===== src/rtl/dmem_arbiter.sv =====
// Shares one data-memory port between the core and the loader: one access in flight, fixed read latency.
// Optional performance counters are compiled in when DMEM_ARB_PERF_EN is defined; otherwise the perf ports read 0.
module dmem_arbiter #(
  parameter int unsigned MEM_LAT     = 1,
  parameter bit          LOADER_PRIO = 1'b0
) (
  input  logic        clk,
  input  logic        rst,
  input  logic        c_req,
  input  logic        c_we,
  input  logic [31:0] c_addr,
  input  logic [31:0] c_wdata,
  output logic        c_gnt,
  output logic        c_rvalid,
  output logic [31:0] c_rdata,
  input  logic        l_req,
  input  logic        l_we,
  input  logic [31:0] l_addr,
  input  logic [31:0] l_wdata,
  output logic        l_gnt,
  output logic        l_rvalid,
  output logic [31:0] l_rdata,
  output logic        m_en,
  output logic        m_we,
  output logic [31:0] m_addr,
  output logic [31:0] m_wdata,
  input  logic [31:0] m_rdata,
  output logic        core_stall,
  output logic        busy,
  output logic [31:0] perf_c_grants,
  output logic [31:0] perf_l_grants,
  output logic [31:0] perf_conflicts
);

  typedef enum logic [1:0] {S_IDLE, S_ACCESS, S_WAIT, S_RESP} state_e;

  localparam logic       OWN_CORE   = 1'b0;
  localparam logic       OWN_LOADER = 1'b1;
  localparam logic [3:0] LAT_LOAD   = 4'(MEM_LAT - 1);

  state_e      state_q, state_d;
  logic        owner_q, owner_d;
  logic        last_owner_q, last_owner_d;
  logic        we_q, we_d;
  logic [31:0] addr_q, addr_d;
  logic [31:0] wdata_q, wdata_d;
  logic [31:0] rdata_q, rdata_d;
  logic [3:0]  lat_cnt_q, lat_cnt_d;
  logic        both_req;
  logic        pick_loader;

  // NOTE: sequential state uses non-blocking assignments so every flop samples pre-edge values.
  always_ff @(posedge clk or posedge rst) begin
    if (rst) begin
      state_q      <= S_IDLE;
      owner_q      <= OWN_CORE;
      last_owner_q <= OWN_LOADER;
      we_q         <= 1'b0;
      addr_q       <= '0;
      wdata_q      <= '0;
      rdata_q      <= '0;
      lat_cnt_q    <= '0;
    end else begin
      state_q      <= state_d;
      owner_q      <= owner_d;
      last_owner_q <= last_owner_d;
      we_q         <= we_d;
      addr_q       <= addr_d;
      wdata_q      <= wdata_d;
      rdata_q      <= rdata_d;
      lat_cnt_q    <= lat_cnt_d;
    end
  end

  // Both requesting: fixed loader priority, or whoever did not own the last access.
  assign both_req    = c_req & l_req;
  assign pick_loader = both_req ? (LOADER_PRIO || last_owner_q == OWN_CORE) : l_req;

  // NOTE: every combinational output gets a default first, so no path leaves it unassigned (no latch).
  always_comb begin
    state_d = state_q;
    unique case (state_q)
      S_IDLE:   if (c_req || l_req) state_d = S_ACCESS;
      S_ACCESS: state_d = (MEM_LAT == 1) ? S_RESP : S_WAIT;
      S_WAIT:   if (lat_cnt_q == 4'd1) state_d = S_RESP;
      S_RESP:   state_d = S_IDLE;
      default:  state_d = S_IDLE;
    endcase
  end

  always_comb begin
    owner_d      = owner_q;
    last_owner_d = last_owner_q;
    we_d         = we_q;
    addr_d       = addr_q;
    wdata_d      = wdata_q;
    rdata_d      = rdata_q;
    lat_cnt_d    = lat_cnt_q;
    unique case (state_q)
      S_IDLE: begin
        if (c_req || l_req) begin
          owner_d      = pick_loader;
          last_owner_d = pick_loader;
          we_d         = pick_loader ? l_we    : c_we;
          addr_d       = pick_loader ? l_addr  : c_addr;
          wdata_d      = pick_loader ? l_wdata : c_wdata;
        end
      end
      S_ACCESS: begin
        lat_cnt_d = LAT_LOAD;
        if (MEM_LAT == 1) rdata_d = m_rdata;
      end
      S_WAIT: begin
        lat_cnt_d = lat_cnt_q - 4'd1;
        if (lat_cnt_q == 4'd1) rdata_d = m_rdata;
      end
      default: ;
    endcase
  end

  always_comb begin
    m_en     = (state_q == S_ACCESS);
    m_we     = m_en & we_q;
    m_addr   = m_en ? addr_q  : '0;
    m_wdata  = m_en ? wdata_q : '0;
    c_gnt    = m_en & (owner_q == OWN_CORE);
    l_gnt    = m_en & (owner_q == OWN_LOADER);
    c_rvalid = (state_q == S_RESP) & (owner_q == OWN_CORE);
    l_rvalid = (state_q == S_RESP) & (owner_q == OWN_LOADER);
    c_rdata  = c_rvalid ? rdata_q : '0;
    l_rdata  = l_rvalid ? rdata_q : '0;
    busy     = (state_q != S_IDLE);
    // The core advances in its rvalid cycle, so the stall drops there.
    core_stall = (c_req | (busy & (owner_q == OWN_CORE))) & ~c_rvalid & ~rst;
  end

`ifdef DMEM_ARB_PERF_EN
  logic [31:0] perf_c_q, perf_c_d;
  logic [31:0] perf_l_q, perf_l_d;
  logic [31:0] perf_x_q, perf_x_d;

  always_comb begin
    perf_c_d = perf_c_q;
    perf_l_d = perf_l_q;
    perf_x_d = perf_x_q;
    if (c_gnt && perf_c_q != 32'hFFFF_FFFF) perf_c_d = perf_c_q + 32'd1;
    if (l_gnt && perf_l_q != 32'hFFFF_FFFF) perf_l_d = perf_l_q + 32'd1;
    if (state_q == S_IDLE && both_req && perf_x_q != 32'hFFFF_FFFF) perf_x_d = perf_x_q + 32'd1;
  end

  always_ff @(posedge clk or posedge rst) begin
    if (rst) begin
      perf_c_q <= '0;
      perf_l_q <= '0;
      perf_x_q <= '0;
    end else begin
      perf_c_q <= perf_c_d;
      perf_l_q <= perf_l_d;
      perf_x_q <= perf_x_d;
    end
  end

  assign perf_c_grants  = perf_c_q;
  assign perf_l_grants  = perf_l_q;
  assign perf_conflicts = perf_x_q;
`else
  assign perf_c_grants  = '0;
  assign perf_l_grants  = '0;
  assign perf_conflicts = '0;
`endif

endmodule


===== config.mk =====
export PLATFORM = sky130hd
export DESIGN_NAME = dmem_arbiter
export DESIGN_NICKNAME = d
export VERILOG_FILES = /design/src/rtl/dmem_arbiter.sv
export SDC_FILE = /design/constraint.sdc
export NUM_CORES = 1
export LEC_CHECK = 0
export CORE_AREA = 2 2 154 156
export DETAILED_ROUTE_END_ITERATION = 6
export DIE_AREA = 0 0 156 158
export PLACE_DENSITY = 0.62
export SKIP_CTS_REPAIR_TIMING = 1
export SLEW_MARGIN = 5
export SYNTH_ARGS = -nofsm -noshare
export SYNTH_HDL_FRONTEND = slang
export SYNTH_SLANG_ARGS = --single-unit

===== constraint.sdc =====
create_clock -name clk -period 8.38 [get_ports clk]
set_input_delay 0.838 -clock clk [delete_from_list [all_inputs] [get_ports clk]]
set_output_delay 0.838 -clock clk [all_outputs]
set_load 0.02 [all_outputs]

==> results.py <==
metrics = {
    "placed_design": {
        "globalplace.congestion": 0.7177,
        "place_hpwl_um": 13320,
        "io_buffers": 301,
    },
    "setup_path": {
        "cp.arrival_ns": 2.66,
        "worstSetupPathType": "flip-flop to output port",
        "critPathMaxStageDelay_ns": 0.61,
        "cp-end-kind": "output port",
        "slowest_stage": "clkdlybuf4s50_1",
        "worstPathMaxFanout": 43,
        "critPathTopFamily": "buffers and inverters",
        "reg2reg_depth": 6,
        "cp_num_buf_inv": 3,
        "cp_cell_sequence": "inv_1 > ha_2 > buf_4 > and2_1 > clkdlybuf4s50_1",
        "crit_required_ns": 7.54,
        "startpoint_type": "flip-flop",
        "path_depth": 5,
    },
    "global_routing": {
        "overflow": 0,
        "grt_pass1_wl_um": 26500,
        "grt_pass1_vias": 4744,
        "grt_use_total_pct": 13.82,
        "antenna_found_initial": 0,
        "grt_max_degree": 89,
    },
    "timing": {
        "timing.final.crit_share_pct": 41.69,
        "period_needed_ns": 3.494,
        "setup_viol": 0,
        "max_slew_margin_pct": 34.31,
        "hold_violations": 0,
        "maxSlewViolCount": 0,
        "clock_skew_ns": 0.01530,
        "rsz0062_at_grt": "false",
        "fmax_ghz": 0.2862,
        "fin_tns_setup_ns": 0,
        "worstMarginPinSlew_ns": 0.9854,
        "hold_ws_ns": 0.4729,
    },
    "yosys": {
        "synth_common_cells": "104 x dfrtp_1, 101 x buf_4, 99 x and2_1",
        "syn_area_mm2": 0.006395,
        "synth_top_family_by_area": "multiplexers",
        "muxShareOfSynthArea_pct": 18.06,
        "syn_inst": 643,
        "yosys_warnings": 0,
        "ys_ff_latch": 105,
        "syn_avg_cell_area_um2": 9.945,
        "yosysTopAreaCell": "dfrtp_1",
        "yosysSeqAreaShare_pct": 41.11,
        "synthXorXnorAreaFrac_pct": 0,
        "ys_top_cells_by_area": "dfrtp_1 41%, buf_4 12%, mux2i_1 10%, and2_1 9.7%, mux2_4 7.0%",
        "synthDistinctLibCells": 32,
        "yosys.area.top_type_share_pct": 40.70,
        "synth-edff-count": 0,
        "synth_adder_area_share_pct": 1.174,
        "ys.flop_type": "dfrtp_1",
        "synth_compound_gate_area_share_pct": 6.378,
        "yosys.area_share.simple_pct": 17.88,
        "synth_most_common_cell": "dfrtp_1",
        "synthArstFlopShare_pct": 100.0,
    },
    "detailed_routing": {
        "drc": 0,
        "drt-initial-drc-count": 193,
        "viasPerCell": 4.124,
        "drtPass1Iterations": 4,
        "route.vias.total": 5011,
        "drt_wl_total_um": 17390,
        "routedWlPerCell_um": 14.31,
        "ant_nets": 0,
    },
    "layout": {
        "area_growth_pct": 49.60,
        "regArea_mm2": 0.002629,
        "fin_nets": 1092,
        "fillers": 2312,
        "multi_input_area_mm2": 0.003162,
        "layout-drive-gt1-share_pct": 7.135,
        "diodes": 0,
    },
    "clocking": {
        "cts_sinks": 105,
        "cts_tree": "done",
        "cts_made_buffers": 9,
        "htree_levels": 3,
        "clk_pin_slew_ns": 0.08,
        "root_buffer": "clkbuf_16",
        "insertion_delay_ns": 0.36,
        "cts_buffer_depth": 2,
    },
    "die": {
        "dieArea_mm2": 0.02465,
        "coreArea_mm2": 0.02305,
        "num_rows": 56,
        "die_height_um": 158,
        "die_w_um": 156,
        "io_pins": 398,
        "start_util_pct": 27.74,
    },
    "power": {
        "power_density_mw_per_mm2": 326.1,
        "vdd_drop_max_mv": 0.1175,
        "power_leakage_nw": 4.526,
    },
    "min_path": {
        "hold_depth": 2,
        "hold_path.class": "flip-flop to flip-flop",
    },
    "run_status": {
        "status": "complete, no violations",
    },
    "run": {
        "maxCapViolations": 0,
    },
}
[per-stage QoR]
step / worst slack (ns) / instance area (um2) / instances / total power, mW / utilization, %
floorplan: 4.783 / 6751 / 738 / 2.044 / -
global placement: 5.059 / 9255 / 1199 / 2.685 / 40.15
detailed placement: 5.020 / 9255 / 1199 / 2.705 / 40.15
CTS: 4.765 / 9567 / 1215 / 3.174 / 41.50
global route: 4.650 / 9567 / 1215 / 3.359 / 41.50
finish: 4.886 / 9567 / 1215 / 3.119 / 41.50
[final cells by class]
cell class / count / area share, %
sequential: 105 / 27.48
inverter: 7 / 0.3008
multi-input combinational: 488 / 33.05
tap: 290 / 3.793
clock buffer: 10 / 2.498
timing repair buffer: 309 / 32.12
clock inverter: 6 / 0.7586
[placed cells by master (no fill, tap or decap), types with 2 or more instances in the layout]
cell,instances
o21ai_0,67
conb_1,96
mux2i_1,67
buf_4,8
and2_1,99
nor2b_1,2
inv_1,6
mux2_4,30
clkbuf_16,9
and3_1,32
inv_6,2
nor2_1,3
ha_1,5
dfrtp_1,104
clkdlybuf4s50_1,301
mux2_2,3
nand2b_1,2
nand2_1,67
[power breakdown]
part	leakage (nW)	internal (mW)	switching, mW
logic	3.09	0.877	0.891
clock network	0.155	0.245	0.208
registers	1.28	0.758	0.140
[metal layers]
layer / track usage, % / vias to the layer above / part of all wire (%)
met4: 2.752 / 0 / 0.68
li1: - / 2487 / -
met1: 17.15 / 2279 / 43
met3: 4.051 / 7 / 8.2
met2: 23.96 / 238 / 48
met5: 0 / - / 0
[cell families after synthesis]
group | Yosys count
buffers and inverters | 145
and+or+nand+nor | 210
muxes | 100
other | 1
DFF | 105
AOI/OAI and AO/OA | 76
adders and majority gates | 6
[final timing paths]
check | from | endpoint | slack (ns)
worst min-delay path | wdata_q[19] | wdata_q[19] | 0.47
worst max register to register | state_q[1] | wdata_q[23] | 6.07
worst min register to register | wdata_q[19] | wdata_q[19] | 0.47
min in group asynchronous | rst | addr_q[1] | 1.01
worst max-delay path | state_q[1] | m_addr[18] | 4.89
max in group asynchronous | rst | wdata_q[15] | 6.14
[sequential cells by signal, summed over array words and instances (netlist names)]
name and flops:
wdata_q 32, we_q 1, last_owner_q 1, owner_q 1
lat_cnt_q 4, rdata_q 32, state_q 2, addr_q 32
[worst min-delay path, delay by kind of cell, from the launching register on]
kind               cells  cell delay, ns
DFF                    1            0.34
AOI/OAI and AO/OA      1            0.06
and+or+nand+nor        1            0.04
No activity file was read; power rests on OpenSTA's default activity.
==> edit 1: new RTL, same flow settings <==
Re-encode `state_e` (4 states) as one-hot, 4 bits wide.
--- a/src/rtl/dmem_arbiter.sv
+++ b/src/rtl/dmem_arbiter.sv
@@ -33,5 +33,5 @@
 );
 
-  typedef enum logic [1:0] {S_IDLE, S_ACCESS, S_WAIT, S_RESP} state_e;
+  typedef enum logic [3:0] {S_IDLE = 4'b0001, S_ACCESS = 4'b0010, S_WAIT = 4'b0100, S_RESP = 4'b1000} state_e;
 
   localparam logic       OWN_CORE   = 1'b0;
Check against the original RTL: no difference found for any inputs over 4 cycles, from zero or initial values and one cycle with rst high; so few cycles prove little.
==> edit 1 against the original RTL <==
Design area fell by 3.8%; worst setup slack got worse by 260 ps; sequential power barely moved; routed wire length rose by 7.5%; sequential cell count fell by 3; synthesized area fell by 5.9%; total power fell by 18%; critical endpoint is now m_addr[31].
==> edit 1: results (changes against the original RTL) <==
- Wire length of the first global-routing pass: 27,600 um (+4.2%)
- Routed via count: 5,007 (-0.080%)
- Synthesized instance count: 562 (-13%)
- Source of the worst register-to-register timing path: state_q[0]
- Worst slack at placement: 4840 ps (-177 ps)
- Worst slew margin: 42.3% (+7.9 points)
- Smallest hold slack: 517 ps (+44.1 ps)
- Period utilization: 44.8% (+3.1 points)
- Endpoint arrival time on the critical path: 2910 ps (+250 ps)
- Portion of total power attributed to sequential cells: 34.9% (+6.1 points)
- Wirelength per Cell: 16.6 um (+16%)
- Worst-Skew Late Latency: 350 ps
- Max Clock Skew: 13.4 ps (-1.93 ps)
- CP Max Fanout: 64 (+49%)
- Global-route total usage across every layer: 14.5% (+0.69 points)
- Sequential fraction of the synthesis area: 42.5% (+1.4 points)
- Highest ir drop seen on vdd: 0.000137 V (+17%)
- Total iterations of the first detailed-routing run: 5 (+1)
- Filler Cell Count: 2,286 (-1.1%)
- Starting DRT DRC Count: 165 (-15%)
- Worst reg2reg setup slack: 5630 ps (-440 ps)
- Leakage power: 3.62 nW (-20%)
- HPWL Detailed: 13,400 um (+0.74%)
- Non-filler instance count after layout: 1,126 (-7.3%)
- Commonest cells in the netlist: sky130_fd_sc_hd__and2_1 (130), sky130_fd_sc_hd__buf_4 (100), sky130_fd_sc_hd__dfrtp_1 (100), sky130_fd_sc_hd__o32ai_1 (65), sky130_fd_sc_hd__a2bb2oi_1 (55)
- Count of different cell masters after synthesis: 26 (-19%)
- R2R Path End: addr_q[8]
- Power attributed to the clock group: 0.433 mW (-4.4%)
- Vias in the first global route: 4,853 (+2.3%)
- Number of antenna violations at the first check in global routing: 1 (+1)
- Crit path capture: m_addr[31]
- Leading post-synthesis cells by cell area: sky130_fd_sc_hd__dfrtp_1 (42%), sky130_fd_sc_hd__and2_1 (14%), sky130_fd_sc_hd__buf_4 (12%)
- Final #Nets: 996 (-8.8%)
- Startpoint of the worst setup timing path: state_q[1]
- Clock root buffer: sky130_fd_sc_hd__clkbuf_16
- Number of synthesized register bits: 102 (-2.9%)
- Design internal power: 1.61 mW (-14%)
- Final Wtd Congestion: 0.722 (+0.60%)
- Status: finished, final reports clean
- Largest net degree at the start of global routing: 70 (-21%)
[edit 1: cell count changes after synthesis, moves of 6 or more]
| cell | before | now |
|---|---|---|
| sky130_fd_sc_hd__mux2_4 | 30 | 0 |
| sky130_fd_sc_hd__a2bb2oi_1 | 0 | 55 |
| sky130_fd_sc_hd__clkbuf_1 | 27 | 35 |
| sky130_fd_sc_hd__and3_1 | 32 | 0 |
| sky130_fd_sc_hd__o21ai_0 | 68 | 1 |
| sky130_fd_sc_hd__mux2i_1 | 67 | 0 |
| sky130_fd_sc_hd__o32ai_1 | 0 | 65 |
| sky130_fd_sc_hd__nand2_1 | 67 | 1 |
| sky130_fd_sc_hd__a2bb2oi_2 | 0 | 10 |
| sky130_fd_sc_hd__mux2_2 | 3 | 32 |
| sky130_fd_sc_hd__ha_1 | 6 | 0 |
| sky130_fd_sc_hd__and2_1 | 99 | 130 |
[edit 1: through the flow]
stage               util [%]  instance area, um2  power [mW]
finish                  39.9                9210        2.57
global route            39.9                9210        2.74
CTS                     39.9                9200        2.62
detailed placement      38.6                8900        2.17
global placement        38.6                8900        2.15
floorplan                  -                6370        1.72
[edit 1: cell type report]
| cell class | instances | share of cell area (%) |
|---|---|---|
| Sequential cell | 102 | 27.8 |
| Clock buffer | 10 | 2.49 |
| Clock inverter | 6 | 0.761 |
| Multi-Input combinational cell | 404 | 31.4 |
| Inverter | 3 | 0.149 |
| Tap cell | 290 | 3.94 |
| Antenna cell | 1 | 0.0272 |
| Timing Repair Buffer | 310 | 33.5 |
[edit 1: logic make-up after synthesis]
group	share of synthesized area, %
buffers and inverters	15.9
and+or+nand+nor	15.1
AOI/OAI and AO/OA	20.5
DFF	42.5
muxes	5.99
other	0.0623
[edit 1: how the worst min path moves through the flow]
stage | start | endpoint | cells past startpoint
3_3_place_gp | rdata_q[1] | rdata_q[1] | 1
6_report | rdata_q[30] | rdata_q[30] | 1
3_5_place_dp | rdata_q[30] | rdata_q[30] | 1
2_1_floorplan | state_q[3] | state_q[3] | 1
5_1_grt | rdata_q[0] | rdata_q[0] | 1
4_1_cts | rdata_q[30] | rdata_q[30] | 1
[edit 1: per-layer routing]
metal | vias up | part of all wire (%) | track usage (%)
li1 | 2373 | - | -
met1 | 2379 | 41 | 17.7
met2 | 240 | 49 | 24.7
met3 | 15 | 8.2 | 4.27
met4 | 0 | 1.3 | 4.72
met5 | - | 0 | 0
[edit 1: critical path, stage by stage (launching register included)]
cell	delay, ps
sky130_fd_sc_hd__dfrtp_1	470
sky130_fd_sc_hd__nor3b_2	220
sky130_fd_sc_hd__buf_4	330
sky130_fd_sc_hd__buf_4	590
sky130_fd_sc_hd__and2_1	240
sky130_fd_sc_hd__clkdlybuf4s50_1	610
==> edit 2: new RTL, same settings <==
Without the edit above. The parameter `LOADER_PRIO` goes from 1'b0 to 1'b1.
--- a/src/rtl/dmem_arbiter.sv
+++ b/src/rtl/dmem_arbiter.sv
@@ -3,5 +3,5 @@
 module dmem_arbiter #(
   parameter int unsigned MEM_LAT     = 1,
-  parameter bit          LOADER_PRIO = 1'b0
+  parameter bit          LOADER_PRIO = 1'b1
 ) (
   input  logic        clk,
Function: changed (Yosys sat finds a counterexample within 4 cycles, from zero or initial values and one cycle with rst high).
==> edit 2 against the original RTL <==
Synthesized cell count shrank 0.62%; total power down 2.0%; final cell count decreased by 0.41%; sequential cell count shrank 1; synthesized area shrank 0.84%; worst setup slack got worse by 40 ps; design area shrank 0.75%; routed wire length grew 1.0%; largest cell class unchanged.
==> edit 2: results (changes against the original RTL) <==
- Status: finished, final reports clean
- Final Wtd Congestion: 0.756 (+5.3%)
- CP Max Fanout: 69 (+60%)
- Endpoint arrival time on the critical path: 2700 ps (+40 ps)
- Worst-Skew Late Latency: 350 ps
- Final #Nets: 1,087 (-0.46%)
- Antenna cell count: 0 (unchanged)
- Most used flip-flop cell after synthesis: sky130_fd_sc_hd__dfrtp_1
- Highest ir drop seen on vdd: 0.000114 V (-3.1%)
- WS Path Type: flip-flop to output pin
- Detailed-route wire length: 17,600 um (+1.0%)
- Leading post-synthesis cells by cell area: sky130_fd_sc_hd__dfrtp_1 (41%), sky130_fd_sc_hd__buf_4 (11%), sky130_fd_sc_hd__mux2i_1 (11%)
- Total iterations of the first detailed-routing run: 4 (unchanged)
- Number of cells on the worst reg-to-reg path: 5 (-1)
- Clock root buffer: sky130_fd_sc_hd__clkbuf_16
- H-Tree Level Count: 3 (unchanged)
- CTS max path bufs: 2 (unchanged)
- Global-route total usage across every layer: 13.9% (+0.037 points)
- Number of buffers created by CTS: 9 (unchanged)
- Fraction of layout instances using a drive strength above 1: 6.74% (-0.40 points)
- Count of buffers inserted at the top-level ports: 301 (unchanged)
- Total gr overflow: 0 (unchanged)
- Start point of the worst min-delay path: addr_q[30]
- Count of different cell masters after synthesis: 29 (-9.4%)
- NetSw: 1.21 mW (-2.3%)
- Starting DRT DRC Count: 181 (-6.2%)
- Source of the worst register-to-register timing path: state_q[1]
- Number of antenna violations at the first check in global routing: 0 (unchanged)
- Routed via count: 4,944 (-1.3%)
- Async SR Flop Fraction: 100% (unchanged)
- Sequential fraction of the synthesis area: 41.0% (-0.066 points)
- HPWL Detailed: 13,200 um (-0.63%)
- Registers with the most flip-flops: addr_q x32, rdata_q x32, wdata_q x32
- Leakage power: 4.40 nW (-2.7%)
- Clock-pin slew on the worst setup and hold paths: 70 ps
- Type of the tightest min-delay check: flip-flop to flip-flop
- Slew at the pin closest to its max-slew limit: 1100 ps (+114 ps)
- Commonest cells in the netlist: sky130_fd_sc_hd__dfrtp_1 (104), sky130_fd_sc_hd__and2_1 (99), sky130_fd_sc_hd__buf_4 (96)
- Synth warn: 0 (unchanged)
- Vias in the first global route: 4,749 (+0.11%)
- Hold depth: 2 (unchanged)
- Max Clock Skew: 8.52 ps (-6.78 ps)
- Wire length of the first global-routing pass: 26,600 um (+0.26%)
- Largest net degree at the start of global routing: 81 (-9.0%)
- Worst slack at placement: 5130 ps (+105 ps)
==> edit 2: cell count changes after synthesis <==
| cell | delta |
|---|---|
| sky130_fd_sc_hd__dfstp_2 | -1 |
| sky130_fd_sc_hd__a22o_1 | +1 |
| sky130_fd_sc_hd__buf_4 | -5 |
| sky130_fd_sc_hd__o21ai_0 | -1 |
| sky130_fd_sc_hd__clkbuf_1 | -2 |
| sky130_fd_sc_hd__a31oi_1 | -1 |
| sky130_fd_sc_hd__a21bo_2 | -1 |
| sky130_fd_sc_hd__buf_2 | +7 |
| sky130_fd_sc_hd__a21oi_1 | -1 |
==> edit 2: layout make-up <==
class / instances / area [um2]
clock buffers: 12 / 246
clock inverters: 4 / 53.8
fillers: 2272 / 13600
inverters: 7 / 28.8
multi-input cells: 485 / 3140
flip-flops and latches: 104 / 2600
well taps: 290 / 363
repair buffers: 308 / 3060
==> edit 2: path summary, 6_finish.rpt <==
kind                               endpoint  slack [ps]
worst max-delay path             m_addr[30]        4850
worst min-delay path             addr_q[30]         470
worst max register to register  rdata_q[15]        5950
worst min register to register   addr_q[30]         470
max in group asynchronous       wdata_q[22]        6230
min in group asynchronous        state_q[0]        1010
==> edit 2: layer usage <==
layer | track usage, % | vias up | part of all wire (%)
li1 | - | 2470 | -
met1 | 17.6 | 2217 | 44
met2 | 23.6 | 244 | 47
met3 | 3.04 | 11 | 7.8
met4 | 4.19 | 2 | 1.3
met5 | 0 | - | 0.034
==> edit 2: kinds of logic (layout without fill, tap and decap cells) <==
| logic type | count (synthesis) | in the layout | share of synthesized area (%) |
|---|---|---|---|
| compound gates | 73 | 73 | 6.16 |
| fa+ha+maj | 6 | 6 | 1.18 |
| simple gates | 210 | 210 | 18.0 |
| flops | 104 | 104 | 41.0 |
| other cells | 1 | 96 | 0.0591 |
| mux | 100 | 100 | 18.2 |
| buf+inv | 145 | 331 | 15.3 |
==> edit 2: through the flow <==
step | util, % | cells | cell area [um2]
2_1_floorplan | - | 734 | 6700
3_3_place_gp | 39.9 | 1194 | 9200
3_5_place_dp | 39.9 | 1194 | 9200
4_1_cts | 41.2 | 1210 | 9500
5_1_grt | 41.2 | 1210 | 9500
6_report | 41.2 | 1210 | 9500
==> edit 2: worst max-delay path, stage by stage (launching register included) <==
cell and delay [ps]:
sky130_fd_sc_hd__dfrtp_1 410, sky130_fd_sc_hd__inv_1 90, sky130_fd_sc_hd__ha_2 910, sky130_fd_sc_hd__and2_1 270
sky130_fd_sc_hd__clkdlybuf4s50_1 640
==> edit 2: power groups by stage <==
stage	sequential [mW]	combinational (mW)	clock [mW]
2_1_floorplan	0.844	1.15	0
3_3_place_gp	0.920	1.71	0
3_5_place_dp	0.915	1.73	0
4_1_cts	0.912	1.74	0.453
5_1_grt	0.945	1.86	0.472
6_report	0.910	1.72	0.431
